## config.mk

```make
export PLATFORM = sky130hd
export DESIGN_NAME = id_ex_stage_flat
export DESIGN_NICKNAME = d
export VERILOG_FILES = /design/src/rtl/id_ex_stage_if.sv /design/src/rtl/id_ex_stage.sv /design/src/flat_wrapper.sv
export SDC_FILE = /design/constraint.sdc
export NUM_CORES = 1
export LEC_CHECK = 0
export BUFFER_PORTS_ARGS = -buffer_cell sky130_fd_sc_hd__buf_2
export CAP_MARGIN = 20
export CORE_ASPECT_RATIO = 1.5
export CORE_MARGIN = 2
export CORE_UTILIZATION = 30
export DETAILED_ROUTE_END_ITERATION = 6
export HOLD_SLACK_MARGIN = 0.15
export PLACE_DENSITY = 0.62
export SYNTH_ARGS = -nofsm -noshare
export SYNTH_HDL_FRONTEND = slang
export SYNTH_SLANG_ARGS = --single-unit
export TNS_END_PERCENT = 1
```

## constraint.sdc

```tcl
create_clock -name clk -period 4.3 [get_ports clk]
set_clock_uncertainty 0.1 [all_clocks]
set_input_delay 0.43 -clock clk [delete_from_list [all_inputs] [get_ports clk]]
set_output_delay 0.43 -clock clk [all_outputs]
set_load 0.05 [all_outputs]
```

## src/rtl/id_ex_stage_if.sv

```systemverilog
// ID/EX stage bundle: decoded instruction from ID, forwarding taps
// from EX/MEM and MEM/WB, and operands/control presented to EX.
interface id_ex_stage_if #(
  parameter int WORD_WIDTH = 32,
  parameter int REG_ADDR_W = 5
);
  logic                  stall;
  logic                  flush;
  logic                  id_valid;
  logic [WORD_WIDTH-1:0] rs_data;
  logic [WORD_WIDTH-1:0] rt_data;
  logic [WORD_WIDTH-1:0] imm;
  logic [REG_ADDR_W-1:0] rs_addr;
  logic [REG_ADDR_W-1:0] rt_addr;
  logic [REG_ADDR_W-1:0] rd_addr;
  logic [4:0]            shamt;
  logic [5:0]            funct;
  logic [1:0]            alu_op;
  logic                  alu_src;
  logic                  reg_dst;
  logic                  reg_write_in;
  logic                  mem_read_in;
  logic                  mem_write_in;
  logic                  mem_to_reg_in;
  logic                  exmem_reg_write;
  logic [REG_ADDR_W-1:0] exmem_rd;
  logic [WORD_WIDTH-1:0] exmem_result;
  logic                  memwb_reg_write;
  logic [REG_ADDR_W-1:0] memwb_rd;
  logic [WORD_WIDTH-1:0] memwb_result;
  logic [WORD_WIDTH-1:0] a_operand;
  logic [WORD_WIDTH-1:0] b_operand;
  logic [4:0]            sa;
  logic [3:0]            alu_opcode;
  logic [WORD_WIDTH-1:0] store_data;
  logic [REG_ADDR_W-1:0] dest_addr;
  logic                  ex_valid;
  logic                  reg_write;
  logic                  mem_read;
  logic                  mem_write;
  logic                  mem_to_reg;

  modport master (
    output stall, flush, id_valid,
    output rs_data, rt_data, imm,
    output rs_addr, rt_addr, rd_addr,
    output shamt, funct, alu_op,
    output alu_src, reg_dst,
    output reg_write_in, mem_read_in,
    output mem_write_in, mem_to_reg_in,
    output exmem_reg_write, exmem_rd,
    output exmem_result,
    output memwb_reg_write, memwb_rd,
    output memwb_result,
    input  a_operand, b_operand, sa,
    input  alu_opcode, store_data,
    input  dest_addr, ex_valid,
    input  reg_write, mem_read,
    input  mem_write, mem_to_reg
  );

  modport slave (
    input  stall, flush, id_valid,
    input  rs_data, rt_data, imm,
    input  rs_addr, rt_addr, rd_addr,
    input  shamt, funct, alu_op,
    input  alu_src, reg_dst,
    input  reg_write_in, mem_read_in,
    input  mem_write_in, mem_to_reg_in,
    input  exmem_reg_write, exmem_rd,
    input  exmem_result,
    input  memwb_reg_write, memwb_rd,
    input  memwb_result,
    output a_operand, b_operand, sa,
    output alu_opcode, store_data,
    output dest_addr, ex_valid,
    output reg_write, mem_read,
    output mem_write, mem_to_reg
  );
endinterface

```

## src/rtl/id_ex_stage.sv

```systemverilog
// ID/EX pipeline register with ALU opcode decode and
// EX/MEM, MEM/WB operand forwarding.
module id_ex_stage #(
  parameter int WORD_WIDTH = 32,
  parameter int REG_ADDR_W = 5
) (
  input logic          clk,
  input logic          reset,
  id_ex_stage_if.slave bus
);
  typedef struct packed {
    logic                  valid;
    logic [WORD_WIDTH-1:0] rs_data;
    logic [WORD_WIDTH-1:0] rt_data;
    logic [WORD_WIDTH-1:0] imm;
    logic [REG_ADDR_W-1:0] rs;
    logic [REG_ADDR_W-1:0] rt;
    logic [REG_ADDR_W-1:0] dest;
    logic [4:0]            sa;
    logic [3:0]            op;
    logic                  alu_src;
    logic                  reg_write;
    logic                  mem_read;
    logic                  mem_write;
    logic                  mem_to_reg;
  } ex_t;

  ex_t st_q, st_d;
  logic [3:0] op_dec;
  logic ex_rs_hit, ex_rt_hit;
  logic wb_rs_hit, wb_rt_hit;
  logic [WORD_WIDTH-1:0] rs_fwd, rt_fwd;

  always_comb begin
    op_dec = 4'b1111;
    unique case (bus.alu_op)
      2'b00: op_dec = 4'b0010;
      2'b01: op_dec = 4'b0110;
      2'b11: op_dec = 4'b0001;
      2'b10: begin
        case (bus.funct)
          6'b100100: op_dec = 4'b0000;
          6'b100101: op_dec = 4'b0001;
          6'b100000,
          6'b100001: op_dec = 4'b0010;
          6'b100110: op_dec = 4'b0011;
          6'b000000: op_dec = 4'b0100;
          6'b100010,
          6'b100011: op_dec = 4'b0110;
          6'b101010: op_dec = 4'b0111;
          6'b100111: op_dec = 4'b1100;
          default:   op_dec = 4'b1111;
        endcase
      end
    endcase
  end

  // Register 0 is hard-wired; never forward into it.
  assign ex_rs_hit = bus.exmem_reg_write
                  && (bus.exmem_rd != '0)
                  && (bus.exmem_rd == st_q.rs);
  assign ex_rt_hit = bus.exmem_reg_write
                  && (bus.exmem_rd != '0)
                  && (bus.exmem_rd == st_q.rt);
  assign wb_rs_hit = bus.memwb_reg_write
                  && (bus.memwb_rd != '0)
                  && (bus.memwb_rd == st_q.rs);
  assign wb_rt_hit = bus.memwb_reg_write
                  && (bus.memwb_rd != '0)
                  && (bus.memwb_rd == st_q.rt);

  assign rs_fwd = ex_rs_hit ? bus.exmem_result
                : wb_rs_hit ? bus.memwb_result
                : st_q.rs_data;
  assign rt_fwd = ex_rt_hit ? bus.exmem_result
                : wb_rt_hit ? bus.memwb_result
                : st_q.rt_data;

  always_comb begin
    st_d = st_q;
    if (bus.flush) begin
      st_d    = '0;
      st_d.op = 4'b0010;
    end else if (bus.stall) begin
      // Absorb writebacks so a long stall cannot lose them.
      if (wb_rs_hit) st_d.rs_data = bus.memwb_result;
      if (wb_rt_hit) st_d.rt_data = bus.memwb_result;
    end else if (!bus.id_valid) begin
      st_d    = '0;
      st_d.op = 4'b0010;
    end else begin
      st_d.valid      = 1'b1;
      st_d.rs_data    = bus.rs_data;
      st_d.rt_data    = bus.rt_data;
      st_d.imm        = bus.imm;
      st_d.rs         = bus.rs_addr;
      st_d.rt         = bus.rt_addr;
      st_d.dest       = bus.reg_dst ? bus.rd_addr
                                    : bus.rt_addr;
      st_d.sa         = bus.shamt;
      st_d.op         = op_dec;
      st_d.alu_src    = bus.alu_src;
      st_d.reg_write  = bus.reg_write_in;
      st_d.mem_read   = bus.mem_read_in;
      st_d.mem_write  = bus.mem_write_in;
      st_d.mem_to_reg = bus.mem_to_reg_in;
    end
  end

  always_ff @(posedge clk or posedge reset) begin
    if (reset) begin
      st_q    <= '0;
      st_q.op <= 4'b0010;
    end else begin
      st_q <= st_d;
    end
  end

  assign bus.a_operand  = rs_fwd;
  assign bus.b_operand  = st_q.alu_src ? st_q.imm : rt_fwd;
  assign bus.store_data = rt_fwd;
  assign bus.sa         = st_q.sa;
  assign bus.alu_opcode = st_q.op;
  assign bus.dest_addr  = st_q.dest;
  assign bus.ex_valid   = st_q.valid;
  assign bus.reg_write  = st_q.reg_write;
  assign bus.mem_read   = st_q.mem_read;
  assign bus.mem_write  = st_q.mem_write;
  assign bus.mem_to_reg = st_q.mem_to_reg;
endmodule

```

## src/flat_wrapper.sv

```systemverilog
// flat-port wrapper written by rule: the top's interface ports become plain ports
module id_ex_stage_flat 
#(
  parameter int WORD_WIDTH = 32,
  parameter int REG_ADDR_W = 5
)
  (clk, reset, bus_stall, bus_flush, bus_id_valid, bus_rs_data, bus_rt_data, bus_imm, bus_rs_addr, bus_rt_addr, bus_rd_addr, bus_shamt, bus_funct, bus_alu_op, bus_alu_src, bus_reg_dst, bus_reg_write_in, bus_mem_read_in, bus_mem_write_in, bus_mem_to_reg_in, bus_exmem_reg_write, bus_exmem_rd, bus_exmem_result, bus_memwb_reg_write, bus_memwb_rd, bus_memwb_result, bus_a_operand, bus_b_operand, bus_sa, bus_alu_opcode, bus_store_data, bus_dest_addr, bus_ex_valid, bus_reg_write, bus_mem_read, bus_mem_write, bus_mem_to_reg);
  id_ex_stage_if #(.WORD_WIDTH(WORD_WIDTH), .REG_ADDR_W(REG_ADDR_W)) bus_i ();
  input logic clk;
  input logic reset;
  input wire logic [$bits(bus_i.stall)-1:0] bus_stall;
  input wire logic [$bits(bus_i.flush)-1:0] bus_flush;
  input wire logic [$bits(bus_i.id_valid)-1:0] bus_id_valid;
  input wire logic [$bits(bus_i.rs_data)-1:0] bus_rs_data;
  input wire logic [$bits(bus_i.rt_data)-1:0] bus_rt_data;
  input wire logic [$bits(bus_i.imm)-1:0] bus_imm;
  input wire logic [$bits(bus_i.rs_addr)-1:0] bus_rs_addr;
  input wire logic [$bits(bus_i.rt_addr)-1:0] bus_rt_addr;
  input wire logic [$bits(bus_i.rd_addr)-1:0] bus_rd_addr;
  input wire logic [$bits(bus_i.shamt)-1:0] bus_shamt;
  input wire logic [$bits(bus_i.funct)-1:0] bus_funct;
  input wire logic [$bits(bus_i.alu_op)-1:0] bus_alu_op;
  input wire logic [$bits(bus_i.alu_src)-1:0] bus_alu_src;
  input wire logic [$bits(bus_i.reg_dst)-1:0] bus_reg_dst;
  input wire logic [$bits(bus_i.reg_write_in)-1:0] bus_reg_write_in;
  input wire logic [$bits(bus_i.mem_read_in)-1:0] bus_mem_read_in;
  input wire logic [$bits(bus_i.mem_write_in)-1:0] bus_mem_write_in;
  input wire logic [$bits(bus_i.mem_to_reg_in)-1:0] bus_mem_to_reg_in;
  input wire logic [$bits(bus_i.exmem_reg_write)-1:0] bus_exmem_reg_write;
  input wire logic [$bits(bus_i.exmem_rd)-1:0] bus_exmem_rd;
  input wire logic [$bits(bus_i.exmem_result)-1:0] bus_exmem_result;
  input wire logic [$bits(bus_i.memwb_reg_write)-1:0] bus_memwb_reg_write;
  input wire logic [$bits(bus_i.memwb_rd)-1:0] bus_memwb_rd;
  input wire logic [$bits(bus_i.memwb_result)-1:0] bus_memwb_result;
  output wire logic [$bits(bus_i.a_operand)-1:0] bus_a_operand;
  output wire logic [$bits(bus_i.b_operand)-1:0] bus_b_operand;
  output wire logic [$bits(bus_i.sa)-1:0] bus_sa;
  output wire logic [$bits(bus_i.alu_opcode)-1:0] bus_alu_opcode;
  output wire logic [$bits(bus_i.store_data)-1:0] bus_store_data;
  output wire logic [$bits(bus_i.dest_addr)-1:0] bus_dest_addr;
  output wire logic [$bits(bus_i.ex_valid)-1:0] bus_ex_valid;
  output wire logic [$bits(bus_i.reg_write)-1:0] bus_reg_write;
  output wire logic [$bits(bus_i.mem_read)-1:0] bus_mem_read;
  output wire logic [$bits(bus_i.mem_write)-1:0] bus_mem_write;
  output wire logic [$bits(bus_i.mem_to_reg)-1:0] bus_mem_to_reg;
  assign bus_i.stall = bus_stall;
  assign bus_i.flush = bus_flush;
  assign bus_i.id_valid = bus_id_valid;
  assign bus_i.rs_data = bus_rs_data;
  assign bus_i.rt_data = bus_rt_data;
  assign bus_i.imm = bus_imm;
  assign bus_i.rs_addr = bus_rs_addr;
  assign bus_i.rt_addr = bus_rt_addr;
  assign bus_i.rd_addr = bus_rd_addr;
  assign bus_i.shamt = bus_shamt;
  assign bus_i.funct = bus_funct;
  assign bus_i.alu_op = bus_alu_op;
  assign bus_i.alu_src = bus_alu_src;
  assign bus_i.reg_dst = bus_reg_dst;
  assign bus_i.reg_write_in = bus_reg_write_in;
  assign bus_i.mem_read_in = bus_mem_read_in;
  assign bus_i.mem_write_in = bus_mem_write_in;
  assign bus_i.mem_to_reg_in = bus_mem_to_reg_in;
  assign bus_i.exmem_reg_write = bus_exmem_reg_write;
  assign bus_i.exmem_rd = bus_exmem_rd;
  assign bus_i.exmem_result = bus_exmem_result;
  assign bus_i.memwb_reg_write = bus_memwb_reg_write;
  assign bus_i.memwb_rd = bus_memwb_rd;
  assign bus_i.memwb_result = bus_memwb_result;
  assign bus_a_operand = bus_i.a_operand;
  assign bus_b_operand = bus_i.b_operand;
  assign bus_sa = bus_i.sa;
  assign bus_alu_opcode = bus_i.alu_opcode;
  assign bus_store_data = bus_i.store_data;
  assign bus_dest_addr = bus_i.dest_addr;
  assign bus_ex_valid = bus_i.ex_valid;
  assign bus_reg_write = bus_i.reg_write;
  assign bus_mem_read = bus_i.mem_read;
  assign bus_mem_write = bus_i.mem_write;
  assign bus_mem_to_reg = bus_i.mem_to_reg;
  id_ex_stage #(.WORD_WIDTH(WORD_WIDTH), .REG_ADDR_W(REG_ADDR_W)) u_core (.clk(clk), .reset(reset), .bus(bus_i));
endmodule
```

==> flow_metrics.tcl, run 1 <==
set metrics [dict create \
    ys_seq_area_share_pct 45.39 \
    grt_overflow 0 \
    grt_max_degree 101 \
    core_sq_um 22890 \
    synth_fp_nets 1001 \
    ys_ff_latch 126 \
    cp_slowest_cell "nor4_4" \
    initial_core_util_pct 30.36 \
    status "complete, no violations" \
    cts_buffer_depth 2 \
    critPathMaxStageDelay_ns 0.68 \
    netlist_instances 790 \
    n_antenna_cell 0 \
    cap_violations 0 \
    syn_area_sq_um 6949 \
    p_per_area_nw_per_um2 343.8 \
    die_area_sq_um 24420 \
    wl_per_cell_um 17.36 \
    relSlewSlack_pct 34.77 \
    die_x_um 128.3 \
    yosysTopAreaCellShare_pct 45.01 \
    dp_cells 1331 \
    cts_tree "built" \
    drt_iter0_markers 343 \
    hold_class "input pin to flip-flop" \
    crit_chain "xnor2_1 -> nand3_1 -> nor4_4 -> buf_4 -> mux2i_1 -> a21oi_1 -> buf_2" \
    vias 7439 \
    crit_arrival_ns 3.08 \
    drc 0 \
    cts_sinks 126 \
    synth_area_leader_cell "dfrtp_1" \
    avgSynthCellArea_sq_um 8.796 \
    path_class "flip-flop to primary output" \
    whs_ns 0.1867 \
    largest-register "u_core.st_q" \
    cts_inserted_buffers 17 \
    cts_setup_buffers 0 \
    dr.pass1.iters 4 \
    fin_setup_tns_ns 0 \
    grt_pass1_vias 7754 \
    clock_latency_ns 0.42 \
    antenna_left 0 \
    start_kind "flip-flop" \
    finalSetupViolations 0 \
    die_h_um 190.4 \
    io_buffers 325 \
    dpl.hpwl_um 17420 \
    fin_crit_sh_pct 83.94 \
    clkSlewWorstSetupHoldPaths_ns 0.06 \
    routed_wl_um 25690 \
    nNetsFinal 1399 \
    rows 68 \
    finalCriticalPeriod_ns 3.610 \
    cts_resized 0 \
    track_usage_pct 20.68 \
    p_leak_uw 0.005065 \
    synthToLayoutAreaGrowth_pct 51.26 \
    h-tree-depth 4 \
    grt_pass1_wl_um 39050 \
    vias_per_cell 5.026 \
    layout.cells.non_filler 1480 \
    ys_top_cells_by_area "dfrtp_1 (45%), mux2i_1 (9.9%), o21ai_0 (7.3%), nand2_1 (6.1%), a21oi_1 (4.8%)" \
    cp-end-kind "primary output" \
    peakVddDrop_v 0.0002521 \
    ys_types 37 \
    worstMarginPinSlew_ns 0.9784 \
    pin_count 326 \
    gp_congestion 0.8896 \
    worstPathRequired_ns 3.77 \
    root_buffer "clkbuf_16" \
    finalHoldViolations 0 \
    rsz0062_at_grt "no" \
    yosysWarningCount 0 \
    drive_above_1_share_pct 31.75 \
    grt_antenna_before_repair 0 \
    cp_max_fo 13 \
    slew_viol_final 0 \
    fmax_mhz 277.0 \
    largest_reg_flops 107 \
]
==> critical path, delay by kind of cell (launching register included) <==
family | cells | cell delay (ns)
simple gates | 2 | 0.82
mux | 1 | 0.14
buf+inv | 2 | 0.74
xor+xnor | 1 | 0.20
compound gates | 1 | 0.28
flops | 1 | 0.46
==> Yosys cell counts <==
cell         n
a2111oi_0    1
a21oi_1     67
a221oi_1    26
a221oi_2     6
a22o_1      20
a22oi_1      1
a311oi_1     1
a31oi_2      1
and2_1       1
buf_1        3
buf_2       12
buf_4       18
buf_6        3
clkbuf_1    39
dfrtp_1    125
dfstp_2      1
inv_1       36
mux2i_1     69
nand2_1    113
nand2b_1     1
nand3_1      4
nand4_1      1
nor2_1      69
nor2b_1      1
nor3_1      35
nor4_4       2
o21a_1       1
o21ai_0    101
o21ai_1      5
o21ai_2      1
o21bai_1     1
o22a_1       1
o31ai_1      1
o32a_1       1
or4_1        2
xnor2_1      8
xor2_1      12
==> cells in the final DEF, fill, tap and decap left out, types with 9 or more instances in the layout <==
cell type      Yosys  final
nand2_1          113    113
mux2i_1           69     69
xor2_1            12     12
a22o_1            20     20
buf_2             12    325
nor2_1            69     69
buf_4             18      9
dfrtp_1          125    124
a221oi_1          26     26
dlygate4sd3_1      0    117
inv_1             36     35
nor3_1            35     35
clkbuf_16          0     17
o21ai_0          101    101
a21oi_1           67     67
==> per-stage QoR <==
stage / setup slack [ns] / total power [uW] / utilization (%) / cell area [sq um]
floorplan: 0.4157 / 1740 / - / 6949
global placement: 1.012 / 1990 / 37.96 / 8687
detailed placement: 1.008 / 1995 / 37.96 / 8687
CTS: 0.6269 / 3656 / 45.81 / 10480
global route: 0.5245 / 3758 / 45.93 / 10510
finish: 0.6905 / 3614 / 45.93 / 10510
==> metal layers <==
metal  GRT usage (%)  part of all wire, %  up-vias
li1                -                    -     3539
met1           22.14                   38     3534
met2           37.79                   52      307
met3           4.686                  6.0       59
met4           10.14                  3.4        0
met5               0                    0        -
==> kinds of logic after synthesis <==
family	after synthesis	share of synthesized area [%]
AO/OA/AOI/OAI	235	20.81
XOR/XNOR	20	2.521
buffers and inverters	111	7.508
flip-flops	126	45.39
multiplexers	69	9.939
AND/OR/NAND/NOR	229	13.83
==> cell type report <==
| type | count | area [sq um] |
|---|---|---|
| inverter | 36 | 140.1 |
| clock inverter | 6 | 130.1 |
| clock buffer | 25 | 495.5 |
| timing repair buffer | 454 | 2933 |
| multi-input combinational | 553 | 3307 |
| fill | 2232 | 12380 |
| sequential | 126 | 3156 |
| tap | 280 | 350.3 |
==> where the power goes <==
group          total [uW]  internal, uW  switching (uW)
registers            1250          1230            19.1
logic                 807           275             533
clock network        1550          1030             527
total                3610          2540            1080
==> path summary, 6_finish.rpt <==
path                                            startpoint                         endpoint  slack (ns)  depth (start not counted)
max                            u_core.st_q[24]$_DFFE_PP0P_                bus_a_operand[11]        0.69                          7
min                                        bus_rs_data[10]       u_core.st_q[103]$_DFF_PP0_        0.19                          3
max reg2reg                    u_core.st_q[24]$_DFFE_PP0P_       u_core.st_q[116]$_DFF_PP0_        1.67                          6
min reg2reg                u_core.bus.ex_valid$_DFFE_PP0P_  u_core.bus.ex_valid$_DFFE_PP0P_        0.38                          2
max in group asynchronous                            reset      u_core.st_q[48]$_DFFE_PP0P_        2.49                          4
min in group asynchronous                            reset       u_core.st_q[121]$_DFF_PP0_        0.67                          3
==> timing repair <==
item,CTS,global route
setup endpoints to repair,0,0
hold buffers,117,0
hold endpoints to repair,159,0
(Power assumes the default switching activity.)
==> run 2: changes to the inputs <==
- ABC_AREA: default -> 1
- PLACE_DENSITY: 0.62 -> 0.6
- clock period: 4.3 -> 3.45 ns (I/O delays scaled with it)
==> flow_metrics.tcl, run 2 <==
set metrics [dict create \
    cp_max_fo 32 \
    largest-register "u_core.st_q" \
    status "complete, no violations" \
    yosysWarningCount 0 \
    synth_top_family_by_area "simple AND/OR/NAND/NOR gates" \
    hold_class "input pin to flip-flop" \
    final_cell_mix "nand2_1 (327), buf_2 (325), nand3_1 (169), dlygate4sd3_1 (124), dfrtp_1 (124)" \
    avgSynthCellArea_sq_um 7.519 \
    drc 0 \
    nNetsFinal 1644 \
    h-tree-depth 4 \
    crit_arrival_ns 2.81 \
    vias_per_cell 4.996 \
    drive_above_1_share_pct 26.97 \
    cts_tree "built" \
    ys_ff_latch 126 \
    ys_seq_area_share_pct 40.93 \
    crit_top_cell "nand2_1" \
    yosysMostFrequentCell "nand2_1" \
    synth_area_leader_cell "dfrtp_1" \
    largest_reg_flops 107 \
    vias 8878 \
    peakVddDrop_v 0.0003243 \
    synthArstFlopShare_pct 100.0 \
    relSlewSlack_pct 26.71 \
    worstPathRequired_ns 3.00 \
    grt_pass1_wl_um 49980 \
    synth_common_cells "nand2_1 (328), nand3_1 (169), dfrtp_1 (125)" \
    gp_congestion 0.9081 \
    io_buffers 325 \
    cp-end-kind "primary output" \
    cp_slowest_cell "nor2_4" \
    core_sq_um 25140 \
    finalHoldViolations 0 \
    finalSetupViolations 0 \
    critPathMaxStageDelay_ns 0.60 \
    fin_crit_sh_pct 94.22 \
    cts_sinks 126 \
    yosysTopAreaCellShare_pct 40.58 \
    syn_area_sq_um 7707 \
    start_kind "flip-flop" \
    synthMuxAreaShare_pct 0.6494 \
    synth-adder-area-share_pct 0 \
    wl_per_cell_um 18.28 \
    path_class "flip-flop to primary output" \
    cts_buffer_depth 2 \
    worstMarginPinSlew_ns 1.099 \
    die_x_um 134.9 \
    cts_setup_buffers 0 \
    ys_top_cells_by_area "dfrtp_1 (41%), nand2_1 (16%), nand3_1 (11%), nand3b_1 (6.3%), a22o_1 (5.5%)" \
    antenna_left 0 \
    fmax_mhz 307.6 \
    netlist_instances 1025 \
    grt_pass1_vias 9411 \
    p_leak_uw 0.006178 \
    crit_chain "xor2_1 -> nor2_4 -> nand2_4 -> nand2_1 -> nand3_1 -> nand2_1 -> buf_2" \
    ys_types 28 \
    cts_inserted_buffers 17 \
    final_common_cell "nand2_1" \
    clkSlewWorstSetupHoldPaths_ns 0.06 \
    total_power_uw 4720 \
    drt_iter0_markers 481 \
    synth-compound-area-share_pct 8.490 \
    track_usage_pct 24.10 \
    grt_antenna_before_repair 3 \
    dr.pass1.iters 4 \
    grt_max_degree 91 \
    grt_overflow 0 \
    pin_count 326 \
    synthToLayoutAreaGrowth_pct 49.14 \
    fin_setup_tns_ns 0 \
    synth_fp_nets 1236 \
    path_buf_inv 1 \
    die_h_um 200.3 \
    root_buffer "clkbuf_16" \
    initial_core_util_pct 30.66 \
    cap_violations 0 \
    dpl.hpwl_um 21830 \
    slew_viol_final 0 \
    cpLargestDelayFamily "simple AND/OR/NAND/NOR gates" \
    fillCellCount 2479 \
    synth-simple-area-share_pct 40.54 \
    finalCriticalPeriod_ns 3.251 \
    whs_ns 0.1883 \
    layout.cells.non_filler 1777 \
    clock_latency_ns 0.43 \
    rows 71 \
    rsz0062_at_grt "no" \
    p_per_area_nw_per_um2 410.7 \
    synth_xor_area_share_pct 2.045 \
    die_area_sq_um 27020 \
    synth-edff-count 0 \
    synth-main-ff-cell "dfrtp_1" \
    dp_cells 1617 \
    routed_wl_um 32480 \
]
==> run 2: cell types whose count changed in the layout (fill, tap and decap cells not counted), moves of 65 or more <==
cell / previous run / this run
nand3b_1: 0 / 65
nand2_1: 113 / 327
o21ai_0: 101 / 12
nand3_1: 3 / 169
a21oi_1: 67 / 2
==> run 2: tightest hold or removal path, delay by kind of cell <==
kind	cells	cell delay, ns
buf+inv	1	0.09
simple gates	3	0.25
==> run 2: final timing paths <==
path	depth (start not counted)	slack (ns)	end	start
setup / recovery	7	0.20	bus_a_operand[14]	u_core.st_q[28]$_DFFE_PP0P_
hold reg to reg	2	0.37	u_core.bus.alu_opcode[3]$_DFFE_PP0P_	u_core.bus.alu_opcode[3]$_DFFE_PP0P_
setup reg to reg	6	1.12	u_core.st_q[101]$_DFF_PP0_	u_core.st_q[28]$_DFFE_PP0P_
hold / removal	4	0.19	u_core.st_q[116]$_DFF_PP0_	bus_memwb_result[23]
max in group asynchronous	4	1.91	u_core.st_q[4]$_DFFE_PP0P_	reset
min in group asynchronous	4	0.67	u_core.st_q[87]$_DFF_PP0_	reset
==> run 2: kinds of logic (layout without fill, tap and decap cells) <==
group           count (synthesis)  count (layout)
compound gates                 94              94
xor+xnor                       18              18
buf+inv                       126             546
flops                         126             126
mux                             5               5
other cells                     0               3
simple gates                  656             657
==> run 2: layout make-up <==
type | count | area [sq um] | share of cell area, %
diodes | 3 | 7.507 | 0.06531
clock buffers | 24 | 501.7 | 4.365
clock inverters | 8 | 175.2 | 1.524
inverters | 47 | 180.2 | 1.567
multi-input cells | 774 | 4036 | 35.11
flip-flops and latches | 126 | 3156 | 27.45
well taps | 328 | 410.4 | 3.570
repair buffers | 467 | 3028 | 26.34
==> run 2: metrics by stage <==
| step | worst slack, ns | util [%] | instance area (sq um) |
|---|---|---|---|
| after detailed placement | 0.08617 | 38.02 | 9558 |
| after global placement | 0.1103 | 38.02 | 9558 |
| after CTS | 0.1432 | 45.69 | 11490 |
| after global routing | 0.01660 | 45.72 | 11490 |
| after floorplan | 1.401 | - | 7711 |
| final | 0.1993 | 45.72 | 11490 |
==> run 2: timing repair <==
action / CTS / global route
hold buffers: 124 / 0
endpoints found under the setup margin: 32 / 0
hold endpoints to repair: 135 / 0
resized for setup: 1 / 0
==> run 2: where the power goes <==
group	internal, uW	switching, uW	total, uW	leakage (uW)
Combinational	364	712	1080	0.00414
Sequential	1540	27.4	1560	0.00171
Clock	1380	697	2080	0.000327
==> run 2: metal layers <==
layer	wire length (um)	vias up	track usage [%]
li1	-	4199	-
met1	12290	4215	26.23
met3	1544	100	3.948
met4	1557	0	13.72
met2	17080	364	43.46
met5	0	-	0
